## src/rtl/mips_debug_ctrl.sv

```systemverilog
// Run-control and debug block for the multicycle MIPS core:
// run/halt/step, PC breakpoints and cycle/instruction counters.
module mips_debug_ctrl #(
    parameter int N            = 32,
    parameter int PCW          = 8,
    parameter int SW           = 5,
    parameter int FETCH_ST     = 0,
    parameter int NBP          = 4,
    parameter int RUN_ON_RESET = 1,
    localparam int IW          = (NBP > 1) ? $clog2(NBP) : 1
) (
    input  logic           clk,
    input  logic           reset,
    input  logic           cmd_valid,
    output logic           cmd_ready,
    input  logic [2:0]     cmd_op,
    input  logic [IW-1:0]  cmd_idx,
    input  logic [PCW-1:0] cmd_arg,
    input  logic [PCW-1:0] pclow,
    input  logic [SW-1:0]  state,
    output logic           cpu_en,
    output logic           halted,
    output logic           bp_hit,
    output logic [IW-1:0]  bp_idx,
    output logic [N-1:0]   cycle_count,
    output logic [N-1:0]   instr_count
);

    typedef enum logic [1:0] {
        HALTED   = 2'd0,
        RUNNING  = 2'd1,
        STEPPING = 2'd2
    } fsm_t;

    localparam logic [2:0] OP_RUN    = 3'd1;
    localparam logic [2:0] OP_HALT   = 3'd2;
    localparam logic [2:0] OP_STEP   = 3'd3;
    localparam logic [2:0] OP_SETBP  = 3'd4;
    localparam logic [2:0] OP_CLRBP  = 3'd5;
    localparam logic [2:0] OP_CLRCNT = 3'd6;

    fsm_t           fsm;
    logic           busy;
    logic           skip;
    logic [PCW-1:0] bp_addr [NBP];
    logic [NBP-1:0] bp_en;

    logic           at_fetch;
    logic           retire;
    logic           bp_match;
    logic [IW-1:0]  match_idx;
    logic           cmd_fire;
    logic           idx_ok;

    assign at_fetch  = (state == SW'(FETCH_ST));
    assign retire    = at_fetch & busy;
    assign cmd_ready = (fsm != STEPPING);
    assign cmd_fire  = cmd_valid & cmd_ready;
    assign idx_ok    = (int'(cmd_idx) < NBP);

    // Breakpoint compare; scanning downward lets the lowest index win.
    always_comb begin
        bp_match  = 1'b0;
        match_idx = '0;
        for (int i = NBP - 1; i >= 0; i--) begin
            if (bp_en[i] && bp_addr[i] == pclow) begin
                bp_match  = 1'b1;
                match_idx = IW'(i);
            end
        end
        if (!at_fetch || skip)
            bp_match = 1'b0;
    end

    // Core enable: gated at a breakpoint fetch or at the end of a step.
    always_comb begin
        cpu_en = 1'b0;
        unique case (fsm)
            HALTED:   cpu_en = 1'b0;
            RUNNING:  cpu_en = !bp_match;
            STEPPING: cpu_en = !retire;
            default:  cpu_en = 1'b0;
        endcase
    end

    // Run-control FSM with instruction tracking and resume-skip flag.
    always_ff @(posedge clk or negedge reset) begin
        if (!reset) begin
            if (RUN_ON_RESET != 0) begin
                fsm    <= RUNNING;
                halted <= 1'b0;
            end else begin
                fsm    <= HALTED;
                halted <= 1'b1;
            end
            busy   <= 1'b0;
            skip   <= 1'b0;
            bp_hit <= 1'b0;
            bp_idx <= '0;
        end else begin
            if (retire)
                busy <= 1'b0;
            else if (cpu_en && !at_fetch)
                busy <= 1'b1;
            if (cpu_en && !at_fetch)
                skip <= 1'b0;
            unique case (fsm)
                RUNNING: begin
                    if (bp_match) begin
                        fsm    <= HALTED;
                        halted <= 1'b1;
                        bp_hit <= 1'b1;
                        bp_idx <= match_idx;
                    end else if (cmd_fire && cmd_op == OP_HALT) begin
                        fsm    <= HALTED;
                        halted <= 1'b1;
                    end
                end
                STEPPING: begin
                    if (retire) begin
                        fsm    <= HALTED;
                        halted <= 1'b1;
                    end
                end
                HALTED: begin
                    if (cmd_fire && cmd_op == OP_RUN) begin
                        fsm    <= RUNNING;
                        halted <= 1'b0;
                        bp_hit <= 1'b0;
                        skip   <= 1'b1;
                    end else if (cmd_fire && cmd_op == OP_STEP) begin
                        fsm    <= STEPPING;
                        halted <= 1'b0;
                        bp_hit <= 1'b0;
                        skip   <= 1'b1;
                    end
                end
                default: begin
                    fsm    <= HALTED;
                    halted <= 1'b1;
                end
            endcase
        end
    end

    // Breakpoint table updates from the host.
    always_ff @(posedge clk or negedge reset) begin
        if (!reset) begin
            bp_en <= '0;
            for (int i = 0; i < NBP; i++)
                bp_addr[i] <= '0;
        end else if (cmd_fire && idx_ok) begin
            if (cmd_op == OP_SETBP) begin
                bp_addr[cmd_idx] <= cmd_arg;
                bp_en[cmd_idx]   <= 1'b1;
            end else if (cmd_op == OP_CLRBP) begin
                bp_en[cmd_idx] <= 1'b0;
            end
        end
    end

    // Cycle and retired-instruction counters; clear beats increment.
    always_ff @(posedge clk or negedge reset) begin
        if (!reset) begin
            cycle_count <= '0;
            instr_count <= '0;
        end else if (cmd_fire && cmd_op == OP_CLRCNT) begin
            cycle_count <= '0;
            instr_count <= '0;
        end else begin
            if (cpu_en)
                cycle_count <= cycle_count + N'(1);
            if (retire)
                instr_count <= instr_count + N'(1);
        end
    end

endmodule

```

## config.mk

```make
export PLATFORM = sky130hd
export DESIGN_NAME = mips_debug_ctrl
export DESIGN_NICKNAME = d
export VERILOG_FILES = /design/src/rtl/mips_debug_ctrl.sv
export SDC_FILE = /design/constraint.sdc
export NUM_CORES = 1
export LEC_CHECK = 0
export BUFFER_PORTS_ARGS = -buffer_cell sky130_fd_sc_hd__buf_2
export CAP_MARGIN = 10
export CORE_ASPECT_RATIO = 0.6
export CORE_UTILIZATION = 40
export CTS_CLUSTER_SIZE = 12
export DETAILED_ROUTE_END_ITERATION = 7
export GPL_TIMING_DRIVEN = 0
export PLACE_DENSITY_LB_ADDON = 0.12
export SLEW_MARGIN = 10
export SYNTH_ARGS = -nofsm -noshare
export SYNTH_HDL_FRONTEND = slang
export SYNTH_SLANG_ARGS = --single-unit
```

## constraint.sdc

```tcl
create_clock -name clk -period 2.8 [get_ports clk]
set_clock_uncertainty 0.2 [all_clocks]
set_input_delay 0.42 -clock clk [delete_from_list [all_inputs] [get_ports clk]]
set_output_delay 0.42 -clock clk [all_outputs]
set_load 0.02 [all_outputs]
```

Word level (Yosys, flattened, before mapping) --
Index checks and enable logic that the tools add are counted.
Operators by class: bitwise gates (word level) 6, add/sub/neg operators 2, reduce and logical (&&, ||, !) cells 27, order comparisons 4, eq/ne operators 17, muxes and demuxes 41
Operators with widths (number):
- 2-to-1 mux 32 bit | 4
- adder 32 x 1 -> 32 bit (second input constant) | 2
- bitwise mux 32 bit | 1
- == test 8 bit | 4
- 2-to-1 mux 1 bit | 18
- 2-to-1 mux 2 bit | 9
- demux 8 bit (select 2 bit) | 1
- logical AND 1 bit | 11
- nonzero test 2 bit | 5
- == test 3 bit (second input constant) | 3
- 2-to-1 mux 4 bit | 2
- 2-to-1 mux 8 bit | 1
- == test 3 x 2 -> 1 bit (second input constant) | 2
- != test 2 bit (second input constant) | 3
- != test 3 bit (second input constant) | 2
- one-hot mux 2 bit (3 select lines) | 1
- AND reduction 2 bit | 3
- AND reduction 3 bit | 2
- zero test 5 bit | 1
- AND 4 bit | 1
- inverter 4 bit | 1
- OR 4 bit | 1
- one-hot mux 1 bit (2 select lines) | 2
- == test 3 x 1 -> 1 bit (second input constant) | 1
- other kinds (13) | 16
Storage, ports and cells: output and inout bits 70, bits of input ports 29, register bits 108

Longest topological paths before layout --
Gate-level depths: netlist of run 1.
depth after elaboration 14, mapped depth 10, gate-level depth less buffers 9

Worst setup path after synthesis of run 1 --
No wires, ideal clock.
kind reg-to-output, start reg fsm[0], end out cpu_en, slack 0.077 ns, path buffers 2, cell stages (with the launch flop) 9, data arrival time 2.103 ns, data required time 2.180 ns, cells stage by stage dfstp_2 inv_1 ha_1 inv_1 a31oi_1 o21ai_1 buf_2 buf_1 nor2_1
Between the ends: cells in the longest elaborated chain, start to end 2, elaborated cells on any way between the ends 3
Ends and longest elaborated chain:
- start: declaration | RTL line 42 | fsm_t fsm;
- start signal: assignment | RTL line 90 | fsm <= RUNNING;
- start signal: assignment | RTL line 93 | fsm <= HALTED;
- start signal: assignment | RTL line 110 | fsm <= HALTED;
- == test 2 bit / == test 2 x 1 -> 1 bit (equally long branches) | RTL line 78 | unique case (fsm)
- one-hot mux 1 bit (2 select lines) * | RTL line 78
- end: declaration | RTL line 21 | output logic cpu_en,
Mark *: on every way between the ends. The rest lies on a longest branch, timed or not.

Final worst setup path of run 1 --
start reg bp_addr[4] (netlist bit), end out cpu_en
Between the ends: cells in the longest elaborated chain, start to end 9
Ends and longest elaborated chain:
- start: declaration | RTL line 45 | logic [PCW-1:0] bp_addr [NBP];
- start signal: indexed assignment | RTL line 154 | bp_addr[cmd_idx] <= cmd_arg;
- == test 8 bit | RTL line 66 | if (bp_en[i] && bp_addr[i] == pclow) begin
- logical AND 1 bit | RTL line 66
- 2-to-1 mux 1 bit (4 in a row) | RTL line 66
- 2-to-1 mux 1 bit | RTL line 71 | if (!at_fetch || skip)
- zero test 1 bit | RTL line 80 | RUNNING: cpu_en = !bp_match;
- one-hot mux 1 bit (2 select lines) | RTL line 78
Every way passes these cells.

==> impl_metrics.toml, run 1 <==
[run_status]
status = "finished, violations left"
violations = "negative setup slack"

[setup_path]
path_cells = "xnor2_1, nand4_1, nor3_2, and2b_4, a211oi_4, buf_6, nor2_4, buf_6"
path_delay_family = "simple AND/OR/NAND/NOR gates"
cp_max_fo = 6
slowest_stage = "dfrtp_1"
worstSetupEndpointType = "primary output"
cp_common_cell = "buf_6"
cp_slowest_stage_delay_ns = 0.39
crit_buf_inv = 2
cp-start-kind = "flip-flop"
cp.arrival_ns = 2.20
crit_required_ns = 2.18
crit_type = "reg2out"

[yosys]
synth_top_cell_by_area = "dfrtp_1"
synth_commonest_cells = "107 x dfrtp_1, 48 x nand2_1, 43 x nor2_1"
synthArstFlopShare_pct = 100
synth_cell_types = 45
syn_area_per_cell_sq_um = 10.0
synth_area_leaders = "dfrtp_1 47%, mux2_2 6.6%, xnor2_1 4.6%"
ys_warn_count = 0
syn_nets = 598
synth_area_sq_mm = 0.00565
synthAdderAreaFrac_pct = 1.11
syn-instance-count = 564
synth-edff-count = 0
synth_top_family_by_area = "simple AND/OR/NAND/NOR gates"
yosysSeqAreaShare_pct = 47.8
yosys_most_used_dff = "dfrtp_1"
synth_compound_area_share_pct = 8.76
ys_ff_latch = 108
synth.mux.area_fraction_pct = 8.17
synth_xor_area_share_pct = 8.99
synthSimpleGateAreaFrac_pct = 22.6
yosysMostFrequentCell = "dfrtp_1"
synth.top_cell.area_share_pct = 47.4

[floorplan]
io_pins = 99
die_w_um = 155
dieHeight_um = 94.1
coreArea_sq_mm = 0.0137
row_count = 33
start_util_pct = 41.2
die_area_sq_mm = 0.0146

[finish]
syn_to_final_growth_pct = 22.1
design_area_sq_mm = 0.00690
drive_gt1_share_pct = 27.1
diodes = 0
final_nets = 709
fillers = 1289
fin_util_pct = 50.4

[timing]
worst_slew_pin_slew_ns = 0.737
slew_headroom_pct = 50.4
worst_slack_ns = -0.0170
fmax_mhz = 355
finalCritPeriodShare_pct = 101
grt_setup_unrepaired = "yes"
finalCriticalPeriod_ns = 2.82
maxSlewViolCount = 0
setup_viol = 1
hold_viol = 0

[route]
routedWlPerCell_um = 17.4
vias = 4704
wirelength_mm = 15.2
drcViolationCount = 0
drt_pass1_iterations = 4
ant_nets = 0
via_per_inst = 5.39
drtIter0Drc = 232

[clock_tree]
clockBufferDepth = 2
cts_tree = "done"
root_buffer = "clkbuf_16"
cts_made_buffers = 9
clock_latency_ns = 0.35
htree_levels = 3
clk_pin_slew_ns = 0.07
cts_sinks = 108

[flow_run]
maxCapViolCount = 0

[global_routing]
grt_max_degree = 79
antenna_found_initial = 0
grt-ovfl-total = 0
grt_pass1_vias = 4632
grt_usage_pct = 22.2
grt_pass1_wl_mm = 24.9

[place]
dpl.hpwl_mm = 11.2
globalplace.congestion = 0.783
place_area_sq_mm = 0.00641
port_buffers = 96

[hold_path]
hp-class = "in2reg"

[power_and_ir_drop]
p_leak_nw = 3.17
total_power_mw = 4.35
power_density_mw_per_mm2 = 630
ir_drop_uv = 305
layout make-up:
cell class	instances	area [sq um]	share of cell area, %
inverters	9	33.8	0.489
well taps	192	240	3.48
multi-input cells	423	2900	42.0
clock buffers	12	256	3.72
flip-flops and latches	108	2700	39.2
clock inverters	4	95.1	1.38
plain buffers	21	106	1.54
repair buffers	103	568	8.23
cell families after synthesis:
family	Yosys count
buffers and inverters	33
AO/OA/AOI/OAI	79
adder cells (fa/ha/maj)	5
flip-flops	108
multiplexers	42
XOR/XNOR	58
AND/OR/NAND/NOR	239
metal layers:
| metal | share of wire, % | GRT usage [%] | vias up |
|---|---|---|---|
| met1 | 52 | 34.0 | 2321 |
| met4 | 0.76 | 4.33 | 0 |
| li1 | - | - | 2262 |
| met5 | 0 | 0 | - |
| met3 | 4.7 | 4.20 | 11 |
| met2 | 43 | 32.1 | 110 |
flip-flops by register name (all words and copies together), names as in the netlist, named ones only:
register,cells
bp_idx,2
fsm,2
bp_hit,1
busy,1
halted,1
instr_count,32
bp_addr,32
skip,1
cycle_count,32
power breakdown:
part / total [mW] / switching [mW] / internal (mW) / leakage [nW]
Combinational: 0.920 / 0.539 / 0.380 / 1.54
Clock: 1.50 / 0.574 / 0.923 / 0.173
Sequential: 1.93 / 0.167 / 1.77 / 1.45
Total: 4.35 / 1.28 / 3.07 / 3.17
placed cells by master (no fill, tap or decap), types with 7 or more instances in the layout:
cell type  count
a21oi_1       32
and3_1        16
buf_2         97
buf_4          7
clkbuf_1       7
clkbuf_16      9
clkbuf_2       7
dfrtp_1      107
inv_1          8
mux2_2        33
mux2i_1        9
nand2_1       48
nand2b_1       7
nand3_1       33
nand4_1       23
nor2_1        38
nor3_1         7
o21ai_0       10
o31ai_1       20
or3_1          7
or4_1         24
xnor2_1       30
xor2_1        28
final timing paths:
check	start	endpoint	slack (ns)	cells after the start
max	bp_addr[4]	cpu_en	-0.02	8
min	cmd_arg[2]	bp_addr[2]	0.14	2
max reg2reg	bp_addr[4]	cycle_count[10]	0.15	9
min reg2reg	flip-flop	flip-flop	0.28	1
max in group asynchronous	reset	fsm[0]	1.35	3
min in group asynchronous	reset	cycle_count[4]	0.31	2
repair_timing:
item	in CTS	in global routing
hold buffers	1	0
pin swaps	5	0
hold endpoints to repair	30	0
setup buffers	3	2
gates resized for setup	24	12
endpoints found under the setup margin	87	63
stage by stage:
step | std cells | hold WS, ns | setup slack, ns | setup TNS, ns
after global placement | 852 | 0.260 | -0.808 | -38.28
after CTS | 872 | 0.140 | -0.0546 | -0.0546
final | 872 | 0.141 | -0.0170 | -0.0170
after detailed placement | 853 | 0.123 | -0.851 | -14.29
after global routing | 872 | 0.146 | -0.112 | -0.112
after floorplan | 564 | -0.0756 | 0.0770 | 0
No activity file was read; power rests on OpenSTA's default activity.
==> run 2, diff against run 1 <==
--- a/config.mk
+++ b/config.mk
@@ -5,10 +5,12 @@
 export SDC_FILE = /design/constraint.sdc
 export NUM_CORES = 1
 export LEC_CHECK = 0
+export ABC_AREA = 1
 export BUFFER_PORTS_ARGS = -buffer_cell sky130_fd_sc_hd__buf_2
 export CAP_MARGIN = 10
 export CORE_ASPECT_RATIO = 0.6
 export CORE_UTILIZATION = 40
+export CTS_CLUSTER_DIAMETER = 30
 export CTS_CLUSTER_SIZE = 12
 export DETAILED_ROUTE_END_ITERATION = 7
 export GPL_TIMING_DRIVEN = 0
==> run 2 against run 1 <==
  * The run now ends clean
  * Synthesized cell count grew 61%
  * Power grew 15%
  * Clock-buffer cell count shrank 1
  * Core utilization shrank 2.0 points
  * Hold slack gained 0.015 ns
  * First-iteration DRC count grew to 2.5 times the previous value
  * Combinational power grew 82%
  * Die area grew 19%
  * Design area grew 15%
  * Largest cell class unchanged
==> impl_metrics.toml, run 2 <==
[timing]
worst_slew_pin_slew_ns = 0.646
hold_slack_ns = 0.156
grt_setup_unrepaired = "no"
setup_viol = 0
finalCriticalPeriod_ns = 2.71
finalCritPeriodShare_pct = 96.7
fmax_mhz = 369
hold_viol = 0
slew_headroom_pct = 56.6
maxSlewViolCount = 0

[run_status]
status = "finished clean"

[yosys]
synthArstFlopShare_pct = 100
synth.top_cell.area_share_pct = 39.8
yosys_most_used_dff = "dfrtp_1"
syn_nets = 944
synth_commonest_cells = "244 x nand2_1, 118 x inv_1, 107 x dfrtp_1"
syn_area_per_cell_sq_um = 7.39
synth_cell_types = 43
synth_area_sq_mm = 0.00672
synth_area_leaders = "dfrtp_1 40%, nand2_1 14%, inv_1 6.6%"
yosysMostFrequentCell = "nand2_1"
ys_ff_latch = 108
syn-instance-count = 910
synth-edff-count = 0
yosysSeqAreaShare_pct = 40.2
ys_warn_count = 0
synth_top_cell_by_area = "dfrtp_1"

[clock_tree]
root_buffer = "clkbuf_16"
cts_made_buffers = 9
cts_sinks = 108
cts_tree = "done"
clockBufferDepth = 2
clock_latency_ns = 0.35
htree_levels = 3
clk_pin_slew_ns = 0.07

[place]
globalplace.congestion = 0.975
place_area_sq_mm = 0.00753
dp.cells = 1237
dpl.hpwl_mm = 16.2
port_buffers = 98

[setup_path]
cp-start-kind = "flip-flop"
cp_slowest_stage_delay_ns = 0.44
slowest_stage = "dfrtp_1"
crit_required_ns = 2.18
crit_type = "reg2out"
crit_buf_inv = 2
worstSetupEndpointType = "primary output"
cp_max_fo = 11
path_delay_family = "simple AND/OR/NAND/NOR gates"
cp_common_cell = "nor2_2"
path_cells = "nand2_1, o21ai_1, nor2_2, nand3_2, nor2_2, nor2_2, nand2_1, nand2_2, nand2_4, nand2_8, nand2_8, inv_1, buf_2"
cp.arrival_ns = 2.09

[route]
drtIter0Drc = 587
drcViolationCount = 0
ant_nets = 0
via_per_inst = 5.09
vias = 6390
routedWlPerCell_um = 16.5
wirelength_mm = 20.7
drt_pass1_iterations = 5

[hold_path]
hp-class = "in2reg"

[finish]
register_area_sq_mm = 0.00270
reg_top3 = "bp_addr (32), cycle_count (32), instr_count (32)"
design_area_sq_mm = 0.00791
final_nets = 1057
fin_util_pct = 48.4
syn_to_final_growth_pct = 17.7
multi_input_area_sq_mm = 0.00343
final_common_cell = "nand2_1"
layout_common_cells = "239 x nand2_1, 118 x inv_1, 107 x dfrtp_1, 104 x buf_2, 80 x nor2_1"
diodes = 0
fillers = 1675
drive_gt1_share_pct = 20.2
fin_cells = 1256

[global_routing]
grt_max_degree = 76
grt-ovfl-total = 0
antenna_found_initial = 0
grt_pass1_wl_mm = 32.6
grt_pass1_vias = 5623
grt_usage_pct = 25.1

[power_and_ir_drop]
total_power_mw = 5.00
p_leak_nw = 3.97
ir_drop_uv = 310
power_density_mw_per_mm2 = 632

[floorplan]
row_count = 36
dieHeight_um = 102
coreArea_sq_mm = 0.0164
start_util_pct = 41.1
die_w_um = 169
die_area_sq_mm = 0.0173
io_pins = 99

[flow_run]
maxCapViolCount = 0
## run 2: worst paths after layout
check | end | slack, ns | startpoint | cells after the start
max | cpu_en | 0.09 | bp_addr[22] | 13
min | fsm[1] | 0.16 | cmd_op[1] | 3
max reg2reg | bp_addr[30] | 0.15 | fsm[0] | 11
min reg2reg | skip | 0.28 | skip | 2
min in group asynchronous | cycle_count[15] | 0.33 | reset | 2
max in group asynchronous | fsm[0] | 1.37 | reset | 3
## run 2: per-layer routing
metal | global-route usage (%) | vias up | wire length, um
met2 | 29.3 | 215 | 7080
met4 | 3.47 | 0 | 80
met1 | 43.9 | 2980 | 11700
li1 | - | 3187 | -
met5 | 0 | - | 0
met3 | 5.50 | 8 | 1840
## run 2: cell families (layout without fill, tap and decap cells)
kind of cell	after synthesis	in the layout	share of synthesized area, %
AO/OA/AOI/OAI	87	87	6.94
AND/OR/NAND/NOR	516	516	37.1
XOR/XNOR	39	39	5.08
buffers and inverters	155	273	9.71
flip-flops	108	108	40.2
adder cells (fa/ha/maj)	5	5	0.930
## run 2: repair_timing
item                       CTS  global route
resized for setup            8            21
buffers inserted             1             3
setup endpoints to repair   10            45
hold buffers                 1             0
pin swaps                    3             4
hold endpoints to repair    33             0
cloned                       0             0
## run 2: area by class of cell
class	instances	area share, %
plain buffers	25	1.96
clock buffers	11	2.94
clock inverters	5	0.759
inverters	128	6.07
multi-input cells	647	43.4
flip-flops and latches	108	34.2
well taps	228	3.61
repair buffers	104	7.13
## run 2: per-stage QoR
| stage | setup TNS, ns | setup slack, ns |
|---|---|---|
| floorplan | 0 | 0.590 |
| global placement | -28.49 | -0.269 |
| detailed placement | -1.51 | -0.245 |
| CTS | 0 | 0.0125 |
| global route | 0 | 0.00160 |
| finish | 0 | 0.0930 |
## run 2: tightest hold or removal path, delay by kind of cell
family / cells / cell delay, ns
buffers and inverters: 1 / 0.11
and+or+nand+nor: 2 / 0.13
## run 2: report_power, final
part / switching [mW] / internal (mW) / leakage [nW]
combinational: 1.13 / 0.540 / 2.38
sequential: 0.229 / 1.80 / 1.45
clock: 0.599 / 0.699 / 0.140
